$ cat src/rtl/mem_pkg.sv
// mem_pkg: request/response payloads and requester ids shared by the memory arbiter
package mem_pkg;
  typedef struct packed {
    logic [31:0] addr;
    logic [31:0] wdata;
    logic        we;
    logic [3:0]  be;
  } mem_req_t;
  typedef struct packed {
    logic [31:0] rdata;
  } mem_resp_t;
  typedef enum logic {REQ_IF = 1'b0, REQ_LS = 1'b1} req_id_e;
endpackage

$ cat src/rtl/mem_arbiter_if.sv
// mem_arbiter_if: decoupled valid/ready channel carrying a payload of type T
interface mem_arbiter_if #(parameter type T = logic);
  T     data;
  logic valid;
  logic ready;
  modport master (output data, output valid, input ready);
  modport slave (input data, input valid, output ready);
endinterface

$ cat src/rtl/tag_fifo.sv
// tag_fifo: in-order tag queue with registered write and combinational head read
module tag_fifo
  import mem_pkg::*;
#(
  parameter int  DEPTH = 4,
  parameter type T     = req_id_e
) (
  input  logic                   clk,
  input  logic                   rst,
  input  logic                   push,
  input  logic                   pop,
  input  T                       din,
  output T                       dout,
  output logic                   empty,
  output logic                   full,
  output logic [$clog2(DEPTH):0] count
);
  localparam int PW = $clog2(DEPTH);
  T r_mem [DEPTH];
  logic [PW-1:0] r_wr, r_rd;
  logic [PW:0] r_cnt;
  logic w_wr, w_rd;
  assign empty = r_cnt == '0;
  assign full = r_cnt == (PW+1)'(DEPTH);
  assign count = r_cnt;
  assign dout = r_mem[r_rd];
  assign w_wr = push && !full;
  assign w_rd = pop && !empty;
  always_ff @(posedge clk)
    if (w_wr) r_mem[r_wr] <= din;
  // power-of-two depth lets the pointers wrap naturally
  always_ff @(posedge clk or posedge rst)
    if (rst) begin
      r_wr <= '0;
      r_rd <= '0;
      r_cnt <= '0;
    end else begin
      r_wr <= r_wr + PW'(w_wr);
      r_rd <= r_rd + PW'(w_rd);
      r_cnt <= r_cnt + (PW+1)'(w_wr) - (PW+1)'(w_rd);
    end
endmodule

$ cat src/rtl/mem_arbiter.sv
// mem_arbiter: round-robin sharing of one memory port between IF and LS, responses steered in issue order
module mem_arbiter
  import mem_pkg::*;
#(
  parameter int MAX_OUTSTANDING = 4
) (
  input  logic                              clk,
  input  logic                              rst,
  mem_arbiter_if.slave                      if_req,
  mem_arbiter_if.slave                      ls_req,
  mem_arbiter_if.master                     if_resp,
  mem_arbiter_if.master                     ls_resp,
  mem_arbiter_if.master                     mem_req,
  mem_arbiter_if.slave                      mem_resp,
  output logic [$clog2(MAX_OUTSTANDING):0]  outstanding,
  output logic                              err_orphan
);
  req_id_e r_last, r_lock_id, w_grant, w_head;
  logic r_lock, w_can_issue, w_push, w_pop, w_empty, w_full, w_rsp_v;
  // a pop in the same cycle never frees a slot for issue: can_issue looks only at the registered count
  assign w_can_issue = !w_full;
  assign w_grant = r_lock ? r_lock_id :
                   (if_req.valid && ls_req.valid) ? (r_last == REQ_IF ? REQ_LS : REQ_IF) :
                   (ls_req.valid ? REQ_LS : REQ_IF);
  assign mem_req.valid = w_can_issue && (w_grant == REQ_LS ? ls_req.valid : if_req.valid);
  assign mem_req.data = w_grant == REQ_LS ? ls_req.data : if_req.data;
  assign if_req.ready = w_can_issue && mem_req.ready && w_grant == REQ_IF;
  assign ls_req.ready = w_can_issue && mem_req.ready && w_grant == REQ_LS;
  assign w_push = mem_req.valid && mem_req.ready;
  assign w_rsp_v = mem_resp.valid && !w_empty;
  assign if_resp.valid = w_rsp_v && w_head == REQ_IF;
  assign ls_resp.valid = w_rsp_v && w_head == REQ_LS;
  assign if_resp.data = mem_resp.data;
  assign ls_resp.data = mem_resp.data;
  assign mem_resp.ready = !w_empty && (w_head == REQ_LS ? ls_resp.ready : if_resp.ready);
  assign w_pop = mem_resp.valid && mem_resp.ready;
  tag_fifo #(.DEPTH(MAX_OUTSTANDING), .T(req_id_e)) u_tags (
    .clk   (clk),
    .rst   (rst),
    .push  (w_push),
    .pop   (w_pop),
    .din   (w_grant),
    .dout  (w_head),
    .empty (w_empty),
    .full  (w_full),
    .count (outstanding)
  );
  // a stalled offer locks the grant so the request seen by memory cannot change
  always_ff @(posedge clk or posedge rst)
    if (rst) begin
      r_last <= REQ_LS;
      r_lock <= 1'b0;
      r_lock_id <= REQ_IF;
      err_orphan <= 1'b0;
    end else begin
      if (w_push) begin
        r_last <= w_grant;
        r_lock <= 1'b0;
      end else if (mem_req.valid) begin
        r_lock <= 1'b1;
        r_lock_id <= w_grant;
      end
      if (mem_resp.valid && w_empty) err_orphan <= 1'b1;
    end
endmodule

$ cat src/flat_wrapper.sv
// flat-port wrapper written by rule: the top's interface ports become plain ports
module mem_arbiter_flat import mem_pkg::*;
#(
  parameter int MAX_OUTSTANDING = 4
)
  (clk, rst, outstanding, err_orphan, if_req_data, if_req_valid, if_req_ready, ls_req_data, ls_req_valid, ls_req_ready, if_resp_data, if_resp_valid, if_resp_ready, ls_resp_data, ls_resp_valid, ls_resp_ready, mem_req_data, mem_req_valid, mem_req_ready, mem_resp_data, mem_resp_valid, mem_resp_ready);
  mem_arbiter_if #(.T(mem_req_t)) if_req_i ();
  mem_arbiter_if #(.T(mem_req_t)) ls_req_i ();
  mem_arbiter_if #(.T(mem_resp_t)) if_resp_i ();
  mem_arbiter_if #(.T(mem_resp_t)) ls_resp_i ();
  mem_arbiter_if #(.T(mem_req_t)) mem_req_i ();
  mem_arbiter_if #(.T(mem_resp_t)) mem_resp_i ();
  input  logic clk;
  input  logic rst;
  output logic [$clog2(MAX_OUTSTANDING):0] outstanding;
  output logic err_orphan;
  input wire logic [$bits(if_req_i.data)-1:0] if_req_data;
  input wire logic [$bits(if_req_i.valid)-1:0] if_req_valid;
  output wire logic [$bits(if_req_i.ready)-1:0] if_req_ready;
  input wire logic [$bits(ls_req_i.data)-1:0] ls_req_data;
  input wire logic [$bits(ls_req_i.valid)-1:0] ls_req_valid;
  output wire logic [$bits(ls_req_i.ready)-1:0] ls_req_ready;
  output wire logic [$bits(if_resp_i.data)-1:0] if_resp_data;
  output wire logic [$bits(if_resp_i.valid)-1:0] if_resp_valid;
  input wire logic [$bits(if_resp_i.ready)-1:0] if_resp_ready;
  output wire logic [$bits(ls_resp_i.data)-1:0] ls_resp_data;
  output wire logic [$bits(ls_resp_i.valid)-1:0] ls_resp_valid;
  input wire logic [$bits(ls_resp_i.ready)-1:0] ls_resp_ready;
  output wire logic [$bits(mem_req_i.data)-1:0] mem_req_data;
  output wire logic [$bits(mem_req_i.valid)-1:0] mem_req_valid;
  input wire logic [$bits(mem_req_i.ready)-1:0] mem_req_ready;
  input wire logic [$bits(mem_resp_i.data)-1:0] mem_resp_data;
  input wire logic [$bits(mem_resp_i.valid)-1:0] mem_resp_valid;
  output wire logic [$bits(mem_resp_i.ready)-1:0] mem_resp_ready;
  assign if_req_i.data = if_req_data;
  assign if_req_i.valid = if_req_valid;
  assign if_req_ready = if_req_i.ready;
  assign ls_req_i.data = ls_req_data;
  assign ls_req_i.valid = ls_req_valid;
  assign ls_req_ready = ls_req_i.ready;
  assign if_resp_data = if_resp_i.data;
  assign if_resp_valid = if_resp_i.valid;
  assign if_resp_i.ready = if_resp_ready;
  assign ls_resp_data = ls_resp_i.data;
  assign ls_resp_valid = ls_resp_i.valid;
  assign ls_resp_i.ready = ls_resp_ready;
  assign mem_req_data = mem_req_i.data;
  assign mem_req_valid = mem_req_i.valid;
  assign mem_req_i.ready = mem_req_ready;
  assign mem_resp_i.data = mem_resp_data;
  assign mem_resp_i.valid = mem_resp_valid;
  assign mem_resp_ready = mem_resp_i.ready;
  mem_arbiter #(.MAX_OUTSTANDING(MAX_OUTSTANDING)) u_core (.clk(clk), .rst(rst), .if_req(if_req_i), .ls_req(ls_req_i), .if_resp(if_resp_i), .ls_resp(ls_resp_i), .mem_req(mem_req_i), .mem_resp(mem_resp_i), .outstanding(outstanding), .err_orphan(err_orphan));
endmodule
$ cat config.mk
export PLATFORM = sky130hd
export DESIGN_NAME = mem_arbiter_flat
export DESIGN_NICKNAME = d
export VERILOG_FILES = /design/src/rtl/mem_pkg.sv /design/src/rtl/mem_arbiter_if.sv /design/src/rtl/tag_fifo.sv /design/src/rtl/mem_arbiter.sv /design/src/flat_wrapper.sv
export SDC_FILE = /design/constraint.sdc
export NUM_CORES = 1
export LEC_CHECK = 0
export ABC_AREA = 1
export ABC_CLOCK_PERIOD_IN_PS = 2300
export CELL_PAD_IN_SITES_DETAIL_PLACEMENT = 1
export CELL_PAD_IN_SITES_GLOBAL_PLACEMENT = 2
export CORE_UTILIZATION = 12
export DETAILED_ROUTE_END_ITERATION = 10
export PLACE_DENSITY_LB_ADDON = 0.1
export SLEW_MARGIN = 10
export SYNTH_ARGS = -nofsm -noshare
export SYNTH_HDL_FRONTEND = slang
export SYNTH_SLANG_ARGS = --single-unit
$ cat constraint.sdc
create_clock -name clk -period 2.3 [get_ports clk]
set_input_delay 0.46 -clock clk [delete_from_list [all_inputs] [get_ports clk]]
set_output_delay 0.46 -clock clk [all_outputs]
set_load 0.005 [all_outputs]
# Word-level counts from Yosys, hierarchy flattened
# Memories as Yosys holds them, arrays and structs flattened.
# Cells that the tools add are included.
# totals
mem_count	1
mem_bits_rw	4
regBits	11
input_bits	178
word_cells	46
# classes
n_addsub	4
n_mux	11
reduce_logical	19
bitwise_logic	3
eq_ne	1
# memory_table
memory	words	word_bits	read_ports	rd_clocked_by_memory_dff	wr	line	text
u_core.u_tags.r_mem	4	1	1	0	1	tag_fifo.sv:19	T r_mem [DEPTH];
# ops
operator	n
69-bit two-way mux	1
1-bit logical AND	14
1-bit two-way mux	10
2-bit by 1-bit adder with 2-bit output	2
3-bit by 1-bit adder with 3-bit output	1
3-bit == test, second input constant	1
3-bit logical NOT	1
1-bit NOT	3
3-bit by 1-bit subtractor with 3-bit output	1
1-bit logical NOT	2
2-bit AND reduction	1
2-bit nonzero test	1

# Depth between registers and ports, before layout
# logic_depth
ltp_word	9
depth_mapped	12
depth_no_buf	12

# Cells and area by module
# Synthesis repeated with hierarchy kept, for this count alone.
# hier_totals
cells_unflattened	384
hier_area_um2	2260.9
# by_module_without_submodules
mod	area_per_inst_um2	n_inst	cells_each	seq_area_each_um2
mem_arbiter	1700.4	1	326	101.3
tag_fifo	560.5	1	58	295.3

# Least setup slack after synthesis
# OpenSTA, ideal clock, no wires.
# synth_path
path_kind	flip-flop to flip-flop
startpoint	register u_core.r_last
endpoint	register u_core.u_tags.r_cnt[2], in the netlist u_core.u_tags.count[2]
period_less_slack_ns	1.913
required_ns	2.171
t_arrival_ns	1.784
stages_incl_launch_ff	11
setup_slack_ns	0.387
n_path_buf	0
path_cell_list	dfstp_2 > nand2_1 > nand3_2 > nand3b_1 > nand3_4 > inv_2 > nand2_1 > nand2_1 > ha_1 > fa_1 > xor2_1
# synth_via
elab_chain_len	9
# synth_lines
element	line	text
start, declared	mem_arbiter.sv:18	req_id_e r_last, r_lock_id, w_grant, w_head;
start signal, assigned	mem_arbiter.sv:57	r_last <= w_grant;
1-bit two-way mux (2 in a row)	mem_arbiter.sv:23	(if_req.valid && ls_req.valid) ? (r_last == REQ_IF ? REQ_LS : REQ_IF) :
1-bit two-way mux	mem_arbiter.sv:22	assign w_grant = r_lock ? r_lock_id :
1-bit two-way mux	mem_arbiter.sv:25	assign mem_req.valid = w_can_issue && (w_grant == REQ_LS ? ls_req.valid : if_req.valid);
1-bit logical AND	mem_arbiter.sv:25	
1-bit logical AND	mem_arbiter.sv:29	assign w_push = mem_req.valid && mem_req.ready;
1-bit logical AND	tag_fifo.sv:27	assign w_wr = push && !full;
3-bit by 1-bit adder with 3-bit output	tag_fifo.sv:40	r_cnt <= r_cnt + (PW+1)'(w_wr) - (PW+1)'(w_rd);
3-bit by 1-bit subtractor with 3-bit output	tag_fifo.sv:40	
end signal, assigned	tag_fifo.sv:40	
end, declared	tag_fifo.sv:21	logic [PW:0] r_cnt;
# No other way between the ends.
# A chain may end at the register's enable or synchronous reset.

# Worst setup path after layout
# layout_path
startpoint	register u_core.r_last
endpoint	output port mem_req_data[5]
# layout_via
elab_chain_len	4
# layout_lines
element	line	text
1-bit two-way mux (2 in a row)	mem_arbiter.sv:23	
1-bit two-way mux	mem_arbiter.sv:22	
69-bit two-way mux	mem_arbiter.sv:26	assign mem_req.data = w_grant == REQ_LS ? ls_req.data : if_req.data;
end, declared	flat_wrapper.sv:29	output wire logic [$bits(mem_req_i.data)-1:0] mem_req_data;
# No other way between the ends.

==> run_summary.xml <==
<?xml version="1.0" encoding="UTF-8"?>
<metrics>
  <group name="run_status">
    <metric name="run_status" unit="">finished, violations left</metric>
    <metric name="violations" unit="">negative setup slack</metric>
  </group>
  <group name="final_layout">
    <metric name="fraction_of_layout_instances_using_a_drive_strength_above_1" unit="%">49.0</metric>
    <metric name="leading_cell_type_in_the_layout_fill_and_taps_excluded" unit="">clkdlybuf4s50_1</metric>
    <metric name="cell_area_after_layout" unit="um2">5130</metric>
    <metric name="commonest_non_fill_non_tap_cells_in_the_layout" unit="">clkdlybuf4s50_1 (148), mux2_4 (66), buf_6 (47)</metric>
    <metric name="final_core_util" unit="%">26.4</metric>
    <metric name="antennaDiodeCount" unit="">0</metric>
    <metric name="layoutNonFillerInstCount" unit="">704</metric>
    <metric name="area_delta_synth_final" unit="%">115</metric>
    <metric name="design.final.nets" unit="">621</metric>
  </group>
  <group name="sta">
    <metric name="rsz_0062_raised_after_global_routing" unit="">yes</metric>
    <metric name="transition_time_of_the_tightest_slew_check_pin" unit="ps">487</metric>
    <metric name="report.final.setup_viol" unit="">42</metric>
    <metric name="max_freq" unit="MHz">410</metric>
    <metric name="final-hold-violation-count" unit="">0</metric>
    <metric name="finClkSkew" unit="ps">2.35</metric>
    <metric name="finalMaxSlewViolations" unit="">0</metric>
    <metric name="final_min_period_over_clock_period" unit="%">106</metric>
    <metric name="final_min_period" unit="ps">2440</metric>
    <metric name="relSlewSlack" unit="%">67.5</metric>
    <metric name="setup_slack" unit="ps">-137</metric>
  </group>
  <group name="critical_path">
    <metric name="category_of_the_most_critical_setup_path" unit="">reg -&gt; out</metric>
    <metric name="timing.critical_path.arrival" unit="ps">1980</metric>
    <metric name="rr_startpoint" unit="">u_core.r_last$_DFFE_PP1N_</metric>
    <metric name="critical_path_start_type" unit="">flop</metric>
    <metric name="startpoint" unit="">u_core.r_last$_DFFE_PP1N_</metric>
    <metric name="cp_data_required_time" unit="ps">1840</metric>
    <metric name="cp_max_fo" unit="">6</metric>
    <metric name="worst_setup_ep_type" unit="">primary output</metric>
  </group>
  <group name="route">
    <metric name="routed_wirelength" unit="um">11500</metric>
    <metric name="detail_route.vias_per_cell" unit="">3.38</metric>
    <metric name="routed_wire_per_std_cell" unit="um">16.3</metric>
    <metric name="routed-via-count" unit="">2382</metric>
    <metric name="drc_errors" unit="">0</metric>
    <metric name="drt_iter0_drc" unit="">25</metric>
    <metric name="detail-route-antenna-nets" unit="">0</metric>
    <metric name="dr.pass1.iters" unit="">4</metric>
  </group>
  <group name="power_and_ir_drop">
    <metric name="cellLeakagePower" unit="nW">2.32</metric>
    <metric name="cell_pwr_density" unit="nW/um2">1040</metric>
    <metric name="peakVddDrop" unit="uV">274</metric>
  </group>
  <group name="synth">
    <metric name="synthTopCellsByArea" unit="">mux2_4 (41%), buf_4 (20%), dfrtp_1 (10%), edfxtp_1 (5.0%), buf_6 (3.3%)</metric>
    <metric name="netlist.area_leader.share" unit="%">41.5</metric>
    <metric name="avg_synthesized_cell_area" unit="um2">10.5</metric>
    <metric name="synth.mux.area_fraction" unit="%">42.9</metric>
    <metric name="synth_fp_nets" unit="">409</metric>
    <metric name="syn_inst" unit="">228</metric>
    <metric name="synth_xor_xnor_area_share" unit="%">1.10</metric>
    <metric name="synth_simple_gate_area_share" unit="%">10.0</metric>
    <metric name="synth-compound-area-share" unit="%">1.57</metric>
    <metric name="synth-seq-cells" unit="">15</metric>
    <metric name="synth_top_family_by_area" unit="">multiplexers</metric>
    <metric name="ys.warnings.count" unit="">0</metric>
    <metric name="synthDistinctLibCells" unit="">29</metric>
    <metric name="synth_largest_area_cell" unit="">mux2_4</metric>
    <metric name="adder_cell_share_of_the_synthesized_area" unit="%">1.89</metric>
    <metric name="mappedNetlistArea" unit="um2">2390</metric>
    <metric name="synth_sequential_area_ratio" unit="%">16.6</metric>
  </group>
  <group name="place">
    <metric name="gp_congestion" unit="">0.663</metric>
    <metric name="cell_total_after_placement" unit="">669</metric>
    <metric name="placed_area" unit="um2">4600</metric>
    <metric name="dp_hpwl" unit="um">9470</metric>
    <metric name="port_buffers" unit="">224</metric>
  </group>
  <group name="clock_network">
    <metric name="cts_max_path_buffers" unit="">2</metric>
    <metric name="numCtsBuffers" unit="">3</metric>
    <metric name="clk_latency" unit="ps">240</metric>
    <metric name="cts.htree.levels" unit="">1</metric>
    <metric name="cts_tree" unit="">done</metric>
    <metric name="cts.clk_slew.worst_paths" unit="ps">50</metric>
    <metric name="cts.root.buffer_cell" unit="">clkbuf_16</metric>
    <metric name="cts_hold_repair.buffers" unit="">0</metric>
    <metric name="tritoncts_num_sinks" unit="">15</metric>
  </group>
  <group name="global_routing">
    <metric name="grt.overflow.total" unit="">0</metric>
    <metric name="grt_usage" unit="%">10.5</metric>
    <metric name="grt_antenna_before_repair" unit="">0</metric>
    <metric name="grt_max_degree" unit="">15</metric>
    <metric name="grt_pass1_wl" unit="um">15800</metric>
    <metric name="via_count_of_the_first_global_routing_pass" unit="">2559</metric>
  </group>
  <group name="hold_path">
    <metric name="worstHoldStart" unit="">u_core.err_orphan$_DFFE_PP0P_</metric>
    <metric name="timing.hold.worst.class" unit="">reg -&gt; reg</metric>
  </group>
  <group name="job">
    <metric name="drv_cap" unit="">0</metric>
  </group>
  <group name="floorplanning">
    <metric name="die-area" unit="um2">20500</metric>
    <metric name="core_region" unit="um2">19500</metric>
    <metric name="initial_utilization" unit="%">12.3</metric>
    <metric name="chipHeight" unit="um">143</metric>
    <metric name="io-pin-count" unit="">321</metric>
    <metric name="fp-row-count" unit="">51</metric>
    <metric name="floorplan.die.width" unit="um">143</metric>
  </group>
</metrics>
-- routing by layer --
| layer | wire length [um] | GRT usage, % |
|---|---|---|
| met1 | 3910 | 10.8 |
| met2 | 6380 | 20.8 |
| met3 | 1040 | 2.62 |
| met4 | 157 | 2.49 |
| met5 | 0 | 0 |
-- worst max-delay path, stage by stage (launching register included) --
cell	delay [ps]
dfstp_2	540
nand2_2	60
nand3_4	120
nand2_8	80
buf_12	130
buf_12	120
buf_16	140
buf_6	120
mux2_4	290
buf_6	120
-- cells in the mapped netlist, drive strengths merged --
library cell and n:
xnor2 1, dfrtp 10, a21o 1, nand3b 1, fa 1, nor2 3
or2 1, nand3 10, a21oi 3, nand4 1, inv 16, mux2 69
xor2 2, o21ai 1, edfxtp 4, dfstp 1, a31oi 1, ha 2
nand2 24, buf 71, nor3 5
-- layout make-up --
cell class | count | area, um2
clock inverters | 1 | 5.00
repair buffers | 277 | 2830
multi-input cells | 127 | 1430
inverters | 16 | 60.1
fillers | 2207 | 14300
well taps | 265 | 332
clock buffers | 3 | 75.1
flip-flops and latches | 15 | 397
-- through the flow --
| stage | TNS [ps] | setup WS (ps) | power, W | hold slack (ps) |
|---|---|---|---|---|
| final | -2070 | -137 | 0.00532 | 454 |
| after global routing | -5760 | -205 | 0.00573 | 489 |
| after floorplan | 0 | 387 | 0.00241 | 312 |
| after global placement | -28760 | -472 | 0.00408 | 440 |
| after CTS | -3360 | -179 | 0.00539 | 463 |
| after detailed placement | -29790 | -480 | 0.00409 | 452 |
-- where the power goes --
group	switching (W)	internal (W)	total (W)
logic	0.00159	0.00291	0.00449
clock network	0.000106	0.000232	0.000338
registers	0.0000791	0.000412	0.000491
total	0.00177	0.00355	0.00532
-- state kept, by name (all words and copies together), names as in the netlist --
name and count:
u_core.err_orphan 1, u_core.r_last 1, u_core.r_lock 1, u_core.r_lock_id 1, u_core.u_tags.count 3, u_core.u_tags.r_mem 4, u_core.u_tags.r_rd 2, u_core.u_tags.r_wr 2
-- logic make-up (layout without fill, tap and decap cells) --
logic type / count (synthesis) / count (layout)
DFF: 15 / 15
muxes: 69 / 69
xor gates and xnor gates: 3 / 3
buffers and inverters: 87 / 297
adders and majority gates: 3 / 3
AOI/OAI and AO/OA: 6 / 6
and+or+nand+nor: 45 / 46
-- path summary, 6_finish.rpt --
| check | endpoint | slack [ps] | cells past startpoint |
|---|---|---|---|
| min in group asynchronous | u_core.r_lock_id$_DFFE_PP0P_ | 540 | 2 |
| setup / recovery | mem_req_data[5] | -140 | 9 |
| hold / removal | u_core.err_orphan$_DFFE_PP0P_ | 450 | 1 |
| hold reg to reg | u_core.err_orphan$_DFFE_PP0P_ | 450 | 1 |
| setup reg to reg | u_core.u_tags.count[2]$_DFF_PP0_ | 140 | 12 |
| max in group asynchronous | u_core.r_last$_DFFE_PP1N_ | 1410 | 2 |
-- timing repair --
item                                   in CTS  in global routing
buffers inserted                           22                  6
gates resized for setup                   285                 49
setup endpoints to repair                  74                 66
gates cloned                                8                  0
endpoints found under the hold margin       0                  0
pin swaps                                   4                  2
Note: power is estimated with default switching activity, not from simulation.
